File: src/rtl/ifetch_unit_pkg.sv
// rtl/ifetch_unit_pkg.sv - shared widths, fetch FSM encoding and PC helpers for ifetch_unit
package ifetch_unit_pkg;

   localparam int REGWIDTH = 32;

   localparam logic [REGWIDTH-1:0] PC_STEP          = 32'd4;
   localparam logic [REGWIDTH-1:0] RESET_PC_DEFAULT = 32'h0000_0000;

   typedef enum logic [1:0] {
      IDLE = 2'd0,
      WAIT = 2'd1,
      DROP = 2'd2,
      HALT = 2'd3
   } ifetch_state_t;

   // Sequential successor; wraps modulo 2^32 with no carry out.
   function automatic logic [REGWIDTH-1:0] next_pc(input logic [REGWIDTH-1:0] pc);
      return pc + PC_STEP;
   endfunction

endpackage

File: src/rtl/ifetch_out_buf.sv
// rtl/ifetch_out_buf.sv - single-entry valid/ready holding register between fetch and decode
module ifetch_out_buf
   import ifetch_unit_pkg::*;
(
   input  logic                clk,
   input  logic                rst,
   input  logic                load,
   input  logic [REGWIDTH-1:0] load_inst,
   input  logic [REGWIDTH-1:0] load_pc,
   input  logic                consume,
   input  logic                flush,
   output logic                valid,
   output logic [REGWIDTH-1:0] inst,
   output logic [REGWIDTH-1:0] pc
);

   // Flush wins over load so a response racing a redirect never reaches decode.
   always_ff @(posedge clk or negedge rst) begin
      if (!rst) begin
         valid <= 1'b0;
         inst  <= '0;
         pc    <= '0;
      end else if (flush) begin
         valid <= 1'b0;
      end else if (load) begin
         valid <= 1'b1;
         inst  <= load_inst;
         pc    <= load_pc;
      end else if (consume) begin
         valid <= 1'b0;
      end
   end

endmodule

File: src/rtl/ifetch_unit.sv
// rtl/ifetch_unit.sv - RV32 fetch stage: owns PC, single outstanding imem request, redirect flush
// Optional IFETCH_MISALIGN_EN: misaligned redirect target sets sticky fetch_fault and halts fetch.
module ifetch_unit
   import ifetch_unit_pkg::*;
#(
   parameter logic [REGWIDTH-1:0] RESET_PC = RESET_PC_DEFAULT
) (
   input  logic                clk,
   input  logic                rst,
   output logic                imem_req,
   output logic [REGWIDTH-1:0] imem_addr,
   input  logic                imem_rvalid,
   input  logic [REGWIDTH-1:0] imem_rdata,
   input  logic                redirect_valid,
   input  logic [REGWIDTH-1:0] redirect_pc,
   output logic                inst_valid,
   output logic [REGWIDTH-1:0] inst,
   output logic [REGWIDTH-1:0] inst_pc,
   input  logic                inst_ready,
   output logic                fetch_fault
);

   ifetch_state_t       state, state_nx;
   logic [REGWIDTH-1:0] pc, pc_nx;
   logic [REGWIDTH-1:0] target;
   logic                misalign;
   logic                fault_q, fault_set;
   logic                req;
   logic                buf_load, buf_flush, buf_consume;

`ifdef IFETCH_MISALIGN_EN
   assign target   = redirect_pc;
   assign misalign = (redirect_pc[1:0] != 2'b00);
`else
   assign target   = redirect_pc & ~32'h0000_0003;
   assign misalign = 1'b0;
`endif

   always_comb begin
      state_nx  = state;
      pc_nx     = pc;
      req       = 1'b0;
      buf_load  = 1'b0;
      buf_flush = 1'b0;
      fault_set = 1'b0;
      if (redirect_valid && (state != HALT)) begin
         buf_flush = 1'b1;
         if (misalign) begin
            fault_set = 1'b1;
            state_nx  = HALT;
         end else begin
            pc_nx = target;
            // A response landing with the redirect drains the outstanding request.
            if ((state == WAIT) || (state == DROP))
               state_nx = imem_rvalid ? IDLE : DROP;
         end
      end else begin
         case (state)
            IDLE: begin
               if (!inst_valid || inst_ready) begin
                  req      = 1'b1;
                  state_nx = WAIT;
               end
            end
            WAIT: begin
               if (imem_rvalid) begin
                  buf_load = 1'b1;
                  pc_nx    = next_pc(pc);
                  state_nx = IDLE;
               end
            end
            DROP: begin
               if (imem_rvalid)
                  state_nx = IDLE;
            end
            default: begin
               state_nx = HALT;
            end
         endcase
      end
   end

   always_ff @(posedge clk or negedge rst) begin
      if (!rst) begin
         state   <= IDLE;
         pc      <= RESET_PC;
         fault_q <= 1'b0;
      end else begin
         state <= state_nx;
         pc    <= pc_nx;
         if (fault_set)
            fault_q <= 1'b1;
      end
   end

   // Gate with reset so the request pulse is low while rst is held.
   assign imem_req    = req & rst;
   assign imem_addr   = pc;
   assign fetch_fault = fault_q;
   assign buf_consume = inst_valid & inst_ready;

   ifetch_out_buf u_out_buf (
      .clk       (clk),
      .rst       (rst),
      .load      (buf_load),
      .load_inst (imem_rdata),
      .load_pc   (pc),
      .consume   (buf_consume),
      .flush     (buf_flush),
      .valid     (inst_valid),
      .inst      (inst),
      .pc        (inst_pc)
   );

endmodule

File: config.mk
export PLATFORM = sky130hd
export DESIGN_NAME = ifetch_unit
export DESIGN_NICKNAME = d
export VERILOG_FILES = /design/src/rtl/ifetch_unit_pkg.sv /design/src/rtl/ifetch_out_buf.sv /design/src/rtl/ifetch_unit.sv
export SDC_FILE = /design/constraint.sdc
export NUM_CORES = 1
export LEC_CHECK = 0
export BUFFER_PORTS_ARGS = -buffer_cell sky130_fd_sc_hd__buf_2
export CAP_MARGIN = 0
export CORE_MARGIN = 1
export CORE_UTILIZATION = 23
export DETAILED_ROUTE_END_ITERATION = 8
export GPL_TIMING_DRIVEN = 0
export RECOVER_POWER = 100
export SLEW_MARGIN = 20
export SYNTH_ARGS = -nofsm -noshare
export SYNTH_HDL_FRONTEND = slang
export SYNTH_SLANG_ARGS = --single-unit
File: constraint.sdc
create_clock -name clk -period 2.6 [get_ports clk]
set_clock_uncertainty 0.1 [all_clocks]
set_input_delay 0 -clock clk [delete_from_list [all_inputs] [get_ports clk]]
set_output_delay 0 -clock clk [all_outputs]
set_load 0.02 [all_outputs]
======== Yosys cells after proc, flatten, opt, wreduce, memory -nomap -nowiden ========
Cells that the tools add are included.
storage, ports and cells
  word-level logic and storage cells ...... 46
  register bits after elaboration ......... 99
  bits of input ports ..................... 69
  output and inout bits ................... 99
cells by class
  multiplexer cells ....................... 19
  reductions and logical operators ........ 12
  bitwise operators ....................... 3
  equality and inequality tests ........... 6
  add/subtract/negate cells ............... 1
operators by type and width
  kind                                                  count
  2-to-1 mux 32 bit                                     3
  adder 32 x 3 -> 32 bit (second input constant)        1
  2-to-1 mux 1 bit                                      10
  2-to-1 mux 2 bit                                      5
  case mux 2 bit (2 select lines)                       1
  AND reduction 2 bit                                   2
  nonzero test 2 bit                                    2
  != test 3 x 1 -> 1 bit (second input constant)        1
  != test 3 bit (second input constant)                 1
  AND reduction 3 bit                                   1
  nonzero test 3 bit                                    1
  AND 1 bit                                             2
  equality test 2 x 1 -> 1 bit (second input constant)  1
  equality test 2 bit (second input constant)           1
  logical NOT 2 bit                                     1
  logical OR 1 bit                                      2
  != test 2 x 1 -> 1 bit (second input constant)        1
  != test 2 bit (second input constant)                 1
  OR reduction 2 bit                                    1
  logical AND 1 bit                                     1
  logical NOT 1 bit                                     1
  inverter 1 bit                                        1

======== Longest topological paths before layout ========
Gate-level depths: netlist of run 1.
  depth after elaboration ................. 6
  gate-level depth with buffers ........... 7
  depth with buffers taken out ............ 7

======== Hierarchy ========
A second synthesis of run 1 with hierarchy kept.
unflattened totals
  cells, all modules ...................... 371
  area total of the unflattened synthesis .. 4708.3 sq um
by module, submodules not included
  module          sequential area each (sq um)  instances  cells an instance  area an instance (sq um)
  ifetch_out_buf  1626.6                        1          140                2741.4
  ifetch_unit     800.8                         1          231                1966.9

======== Worst setup path before layout of run 1 ========
OpenSTA, ideal clock, no wires.
  path type ............................... reg2reg
  from .................................... register pc[2], in the netlist imem_addr[2]
  to ...................................... register pc[18], in the netlist imem_addr[18]
  clock period less this slack ............ 1.933 ns
  cell stages (with the launch flop) ...... 7
  required time ........................... 2.423 ns
  path buffers ............................ 0
  slack ................................... 0.667 ns
  arrival ................................. 1.755 ns
  cells stage by stage .................... dfrtp_1 ha_1 nand3_4 nor4_4 nand4_1 xor2_1 a21oi_1
on the way
  word-level cells in the longest chain between the ends .. 4
RTL lines
  what                    line                   source
  start, declared         ifetch_unit.sv:24      logic [REGWIDTH-1:0] pc, pc_nx;
  start signal, assigned  ifetch_unit.sv:90      pc <= pc_nx;
  adder 32 x 3 -> 32 bit  ifetch_unit_pkg.sv:18  return pc + PC_STEP;
  2-to-1 mux 32 bit       ifetch_unit.sv:66      if (imem_rvalid) begin
  2-to-1 mux 32 bit       ifetch_unit.sv:58      case (state)
  2-to-1 mux 32 bit       ifetch_unit.sv:46      if (redirect_valid && (state != HALT)) begin
Every way passes these cells. The select of a mux whose other input is x is not followed.
A chain may end at the register's enable or synchronous reset.

======== Final worst setup path of run 1 ========
  from .................................... register state[0]
  to ...................................... output imem_req
on the way
  word-level cells in the longest chain between the ends .. 4
RTL lines
  what                                                          line                                  source
  start, declared                                               ifetch_unit.sv:23                     ifetch_state_t state, state_nx;
  start signal, assigned                                        ifetch_unit.sv:89                     state <= state_nx;
  logical NOT 2 bit / != test 2 bit (equally long branches)     ifetch_unit.sv:58, ifetch_unit.sv:46
  2-to-1 mux 1 bit / logical AND 1 bit (equally long branches)  ifetch_unit.sv:58, ifetch_unit.sv:46
  2-to-1 mux 1 bit (*)                                          ifetch_unit.sv:46
  AND 1 bit (*)                                                 ifetch_unit.sv:97                     assign imem_req = req & rst;
  end, declared                                                 ifetch_unit.sv:10                     output logic imem_req,
Mark *: on every way between the ends. The rest lies on a longest branch, timed or not.

==> impl_metrics.toml, run 1 <==
[finish]
fill_cells = 1857
final_cell_mix = "clkbuf_1, dfrtp_1, buf_2"
layout_commonest_cell = "clkbuf_1"
drive_gt1_share_pct = 28.26
syn2layout_area_growth_pct = 46.65
antenna_cells = 0
layout.nets = 673

[setup_path]
critPathArrivalTime_ns = 2.21
critPathBufInv = 3
cp_common_cell = "buf_2"
worstPathRequired_ns = 2.50
reg2reg_slack_ns = 0.30
cpLargestDelayFamily = "buffers and inverters"
critPathLaunchType = "register"
cp_slowest_cell = "clkbuf_1"
path_cells = "ha_1 > nor2b_1 > buf_2 > clkbuf_1 > nor3_1 > buf_2"
crit_start = "state[0]$_DFFE_PN0P_"
critPathKind = "reg -> out"
slowest_delay_ns = 0.49
crit_fanout = 10
r2r-start = "state[1]$_DFFE_PN0P_"
endpoint_kind = "primary output"

[outcome]
status = "finished, final reports clean"

[global_route]
grt_pass1_wl_um = 20220
antenna_found_initial = 0
grt_pass1_vias = 3792
track_usage_pct = 13.52
grt_max_degree = 58
grt_overflow = 0

[pwr]
pwr-share-seq_pct = 39.3
clkPwrFrac_pct = 18.9
comb_power_share_pct = 41.7
power_density_nw_per_um2 = 1102
switching_share_pct = 42.75
power_mw = 6.879
p_leak_nw = 2.657
switching_power_mw = 2.941
internal_power_mw = 3.938
ir_drop_mv = 0.6308

[clock_tree]
postCtsSetupBuffers = 0
clock-sinks = 95
cts_tree = "done"
clock-root-buffer = "clkbuf_16"
numCtsBuffers = 9
clk_latency_ns = 0.35
cts_buffer_depth = 2
cts-htree-levels = 3
path_clk_slew_ns = 0.07

[timing]
maxSlewViolCount = 0
tns_ns = 0
max_clock_freq_ghz = 0.4324
rsz0062_at_grt = "false"
setup_ws_ns = 0.2874
hold_viol_final = 0
slew_headroom_pct = 51.48
timing.hold.ws_ns = 0.1046
period_minus_slack_ns = 2.313
worst_slew_pin_slew_ns = 0.7224
setup_violations = 0
fin_crit_sh_pct = 88.94

[routing]
routed_wirelength_um = 12440
drt_iter0_markers = 57
drc = 0
vias = 3583
vias_per_cell = 4.296
wl_per_cell_um = 14.92
firstDrtPassIters = 4
ant_nets = 0

[logic_synthesis]
synth_area_um2 = 4257
synth_top_area_share_pct = 55.85
syn_inst = 357
ys_types = 40
synth-seq-cells = 95
ys_seq_area_share_pct = 55.85
yosys_warnings = 0
synth_area_leaders = "dfrtp_1, mux2_2, nand2_1"
synth_top_area_cell = "dfrtp_1"
syn_avg_cell_area_um2 = 11.92

[hold_path]
hold_class = "in -> async"

[die]
dieHeight_um = 138.0
die_area_um2 = 19060
core_um2 = 18020
ios = 168
core.rowCount = 49
fp.dieW_um = 138.0
initial_utilization_pct = 23.62

[placement]
io_buffers = 160
gp_congestion = 0.7047
post-dp-hpwl_um = 8411
dp_slack_ns = 0.1071

[flow_run]
maxCapViolCount = 0
==> synth_stat cells, drive strengths merged <==
master / number
a21oi: 10
nor3: 7
nand3: 13
xnor2: 6
conb: 1
o31ai: 3
nand2: 43
and3: 2
xor2: 18
mux2: 62
a31oi: 2
a22oi: 1
nor2b: 2
a21o: 1
ha: 4
nor2: 10
nand4: 11
nor4: 3
and2: 2
inv: 6
dfrtp: 95
buf: 14
clkbuf: 6
or2: 2
nand2b: 2
a211oi: 1
mux2i: 1
o21a: 1
o21ai: 28
==> power by group through the flow <==
stage | Combinational [mW] | Sequential [mW] | Clock (mW)
after floorplan | 1.13 | 3.44 | 0
after global placement | 2.95 | 2.68 | 0
after detailed placement | 2.97 | 2.72 | 0
after CTS | 3.08 | 2.69 | 1.37
after global routing | 3.11 | 2.82 | 1.41
final | 2.87 | 2.70 | 1.30
==> path summary, 6_finish.rpt <==
check                                                     end  depth (start not counted)
min in group clk                    imem_addr[10]$_DFFE_PN0P_                          4
worst max-delay path                                 imem_req                          6
worst min-delay path            u_out_buf.inst[6]$_DFFE_PN0P_                          2
max in group asynchronous           imem_addr[13]$_DFFE_PN0P_                          3
worst max register to register    u_out_buf.pc[2]$_DFFE_PN0P_                          6
worst min register to register    u_out_buf.pc[8]$_DFFE_PN0P_                          1
==> layout make-up <==
type                    count  area, um^2  share of cell area, %
well taps                 229       286.5                  4.590
plain buffers              20       106.4                  1.704
clock buffers              10       239.0                  3.828
repair buffers            228        1389                  22.25
inverters                   6       22.52                 0.3608
clock inverters             6       50.05                 0.8018
multi-input cells         240        1772                  28.38
flip-flops and latches     95        2377                  38.08
==> sequential cells by signal (all words and copies together), names as in the netlist <==
signal           count
u_out_buf.pc        30
u_out_buf.valid      1
imem_addr           30
state                2
u_out_buf.inst      32
==> cells by family after synthesis <==
logic type	Yosys count	synth area share, %
AND/OR/NAND/NOR	97	12.14
flip-flops	95	55.85
multiplexers	63	16.64
AO/OA/AOI/OAI	47	6.173
buffers and inverters	26	2.998
XOR/XNOR	24	4.938
adder cells (fa/ha/maj)	4	1.176
other	1	0.08810
==> through the flow <==
step | cells | util [%] | cell area, um^2
finish | 834 | 34.63 | 6242
floorplan | 361 | - | 4272
global route | 834 | 34.63 | 6242
detailed placement | 751 | 29.92 | 5393
global placement | 750 | 29.73 | 5359
CTS | 834 | 35.24 | 6352
==> routing by layer <==
layer	wire (um)	up-vias	GRT usage (%)
met5	0	-	0
met1	5651	1718	16.88
met4	190	0	4.858
met2	5881	130	22.34
li1	-	1723	-
met3	718	12	3.637
==> what timing repair did <==
action,4_1_cts,5_1_grt
gates resized for setup,0,3
endpoints found under the hold margin,160,0
endpoints found under the setup margin,0,20
hold buffers,67,0
No activity file was read; power rests on OpenSTA's default activity.
==> inputs of run 2 (changes only) <==
- PLACE_DENSITY_LB_ADDON: unset -> 0.05
==> run 2 against run 1 <==
Against the previous run:
- cell count shrank 0.12%
- routed wire length shrank 1.9%
- global-route usage fell by 0.14 points
- via count shrank 2.5%
- critical endpoint is now imem_addr[18]$_DFFE_PN0P_
- highest routed layer unchanged
==> impl_metrics.toml, run 2 (synthesis gave the netlist of run 1 again) <==
[outcome]
status = "finished, final reports clean"

[global_route]
grt_pass1_vias = 3668
track_usage_pct = 13.37
antenna_found_initial = 0
grt_overflow = 0
grt_max_degree = 57
grt_pass1_wl_um = 20030

[pwr]
power_mw = 6.916
ir_drop_mv = 0.3565
power_density_nw_per_um2 = 1111
p_leak_nw = 2.650

[setup_path]
worstPathRequired_ns = 2.71
r2r-start = "state[1]$_DFFE_PN0P_"
reg2reg_slack_ns = 0.23
critPathArrivalTime_ns = 2.49
crit_fanout = 9
path_cells = "inv_1 > ha_1 > nand3_4 > nor4_4 > nand4_1 > xor2_1 > a21oi_1"
slowest_delay_ns = 0.71
critPathKind = "reg -> reg"
cp_slowest_cell = "nor4_4"
critPathLaunchType = "register"
reg2reg_to = "imem_addr[18]$_DFFE_PN0P_"
r2r_cells = 7
endpoint_kind = "register"

[finish]
top_register = "u_out_buf.inst"
syn2layout_area_growth_pct = 46.27
layout_commonest_cell = "clkbuf_1"
largest_reg_flops = 32
multi_input_area_um2 = 1772
layout.nets = 672
antenna_cells = 0
fill_cells = 1937
drive_gt1_share_pct = 28.15
finish.instance_area_um2 = 6226
final_cell_mix = "clkbuf_1, dfrtp_1, buf_2"
layout.cells.non_filler = 833
regArea_um2 = 2377
utilization_pct = 34.54

[placement]
gp_congestion = 0.6955
post-dp-hpwl_um = 8561
placed_cell_area_um2 = 5393
dp.cells = 751
io_buffers = 160
dp_slack_ns = 0.1216

[timing]
max_clock_freq_ghz = 0.4211
fin_crit_sh_pct = 91.33
period_minus_slack_ns = 2.375
slew_headroom_pct = 29.21
hold_viol_final = 0
maxSlewViolCount = 0
rsz0062_at_grt = "false"
timing.hold.ws_ns = 0.09221
setup_violations = 0
tns_ns = 0
worst_slew_pin_slew_ns = 1.062
setup_ws_ns = 0.2255

[routing]
drt_iter0_markers = 92
firstDrtPassIters = 4
vias = 3494
wl_per_cell_um = 14.66
ant_nets = 0
routed_wirelength_um = 12210
vias_per_cell = 4.194
drc = 0

[clock_tree]
clock-sinks = 95
cts_buffer_depth = 2
clk_latency_ns = 0.35
numCtsBuffers = 9
clock-root-buffer = "clkbuf_16"
path_clk_slew_ns = 0.07
cts_tree = "done"
cts-htree-levels = 3

[die]
fp.dieW_um = 138.0
core.rowCount = 49
die_area_um2 = 19060
dieHeight_um = 138.0
core_um2 = 18020
initial_utilization_pct = 23.62
ios = 168

[hold_path]
hold_class = "in -> async"

[flow_run]
maxCapViolCount = 0
## run 2: changes by cell type in the layout (fill, tap and decap cells not counted), sizes merged
cell,previous run,this run
inv,9,8
dlygate4sd3,67,66
clkbuf,116,117
bufinv,0,1
buf,75,74
## run 2: metal layers
layer	part of all wire, %	vias to the layer above	global-route usage [%]
li1	-	1713	-
met1	47	1659	17.36
met2	47	112	22.08
met3	4.4	10	2.494
met4	1.5	0	5.032
met5	0	-	0
## run 2: power breakdown
part / total [mW] / leakage (nW) / internal [mW] / switching, mW
logic: 2.84 / 1.35 / 1.08 / 1.76
registers: 2.69 / 1.15 / 2.15 / 0.537
clock network: 1.39 / 0.145 / 0.778 / 0.610
total: 6.92 / 2.65 / 4.00 / 2.91
## run 2: what timing repair did
action,in CTS,in global routing
endpoints found under the setup margin,0,7
buffers inserted,0,0
endpoints found under the hold margin,160,0
gates resized for setup,0,1
hold buffers,66,0
## run 2: cell type report
| cell class | instances | area share, % |
|---|---|---|
| clock buffer | 10 | 3.838 |
| sequential | 95 | 38.18 |
| tap | 229 | 4.602 |
| buffer | 20 | 1.688 |
| multi-input combinational | 240 | 28.46 |
| timing repair buffer | 227 | 21.78 |
| clock inverter | 6 | 1.085 |
| inverter | 6 | 0.3617 |
## run 2: worst max path at each step
stage                                   from                           end  slack (ns)  depth (start not counted)
floorplan           imem_addr[2]$_DFFE_PN0P_     imem_addr[18]$_DFFE_PN0P_        0.67                          6
global placement                         rst                      imem_req       -0.01                          4
detailed placement      state[1]$_DFFE_PN0P_  u_out_buf.pc[21]$_DFFE_PN0P_        0.12                          6
CTS                     state[1]$_DFFE_PN0P_  u_out_buf.pc[21]$_DFFE_PN0P_        0.11                          6
global route            state[0]$_DFFE_PN0P_                      imem_req        0.01                          6
finish                  state[1]$_DFFE_PN0P_     imem_addr[18]$_DFFE_PN0P_        0.23                          7
## run 2: worst max-delay path: cells and delay by family, from the launching register on
| kind | cells | cell delay, ns |
|---|---|---|
| xor gates and xnor gates | 1 | 0.18 |
| and+or+nand+nor | 3 | 1.07 |
| AOI/OAI and AO/OA | 1 | 0.08 |
| adders and majority gates | 1 | 0.25 |
| DFF | 1 | 0.42 |
| buffers and inverters | 1 | 0.14 |
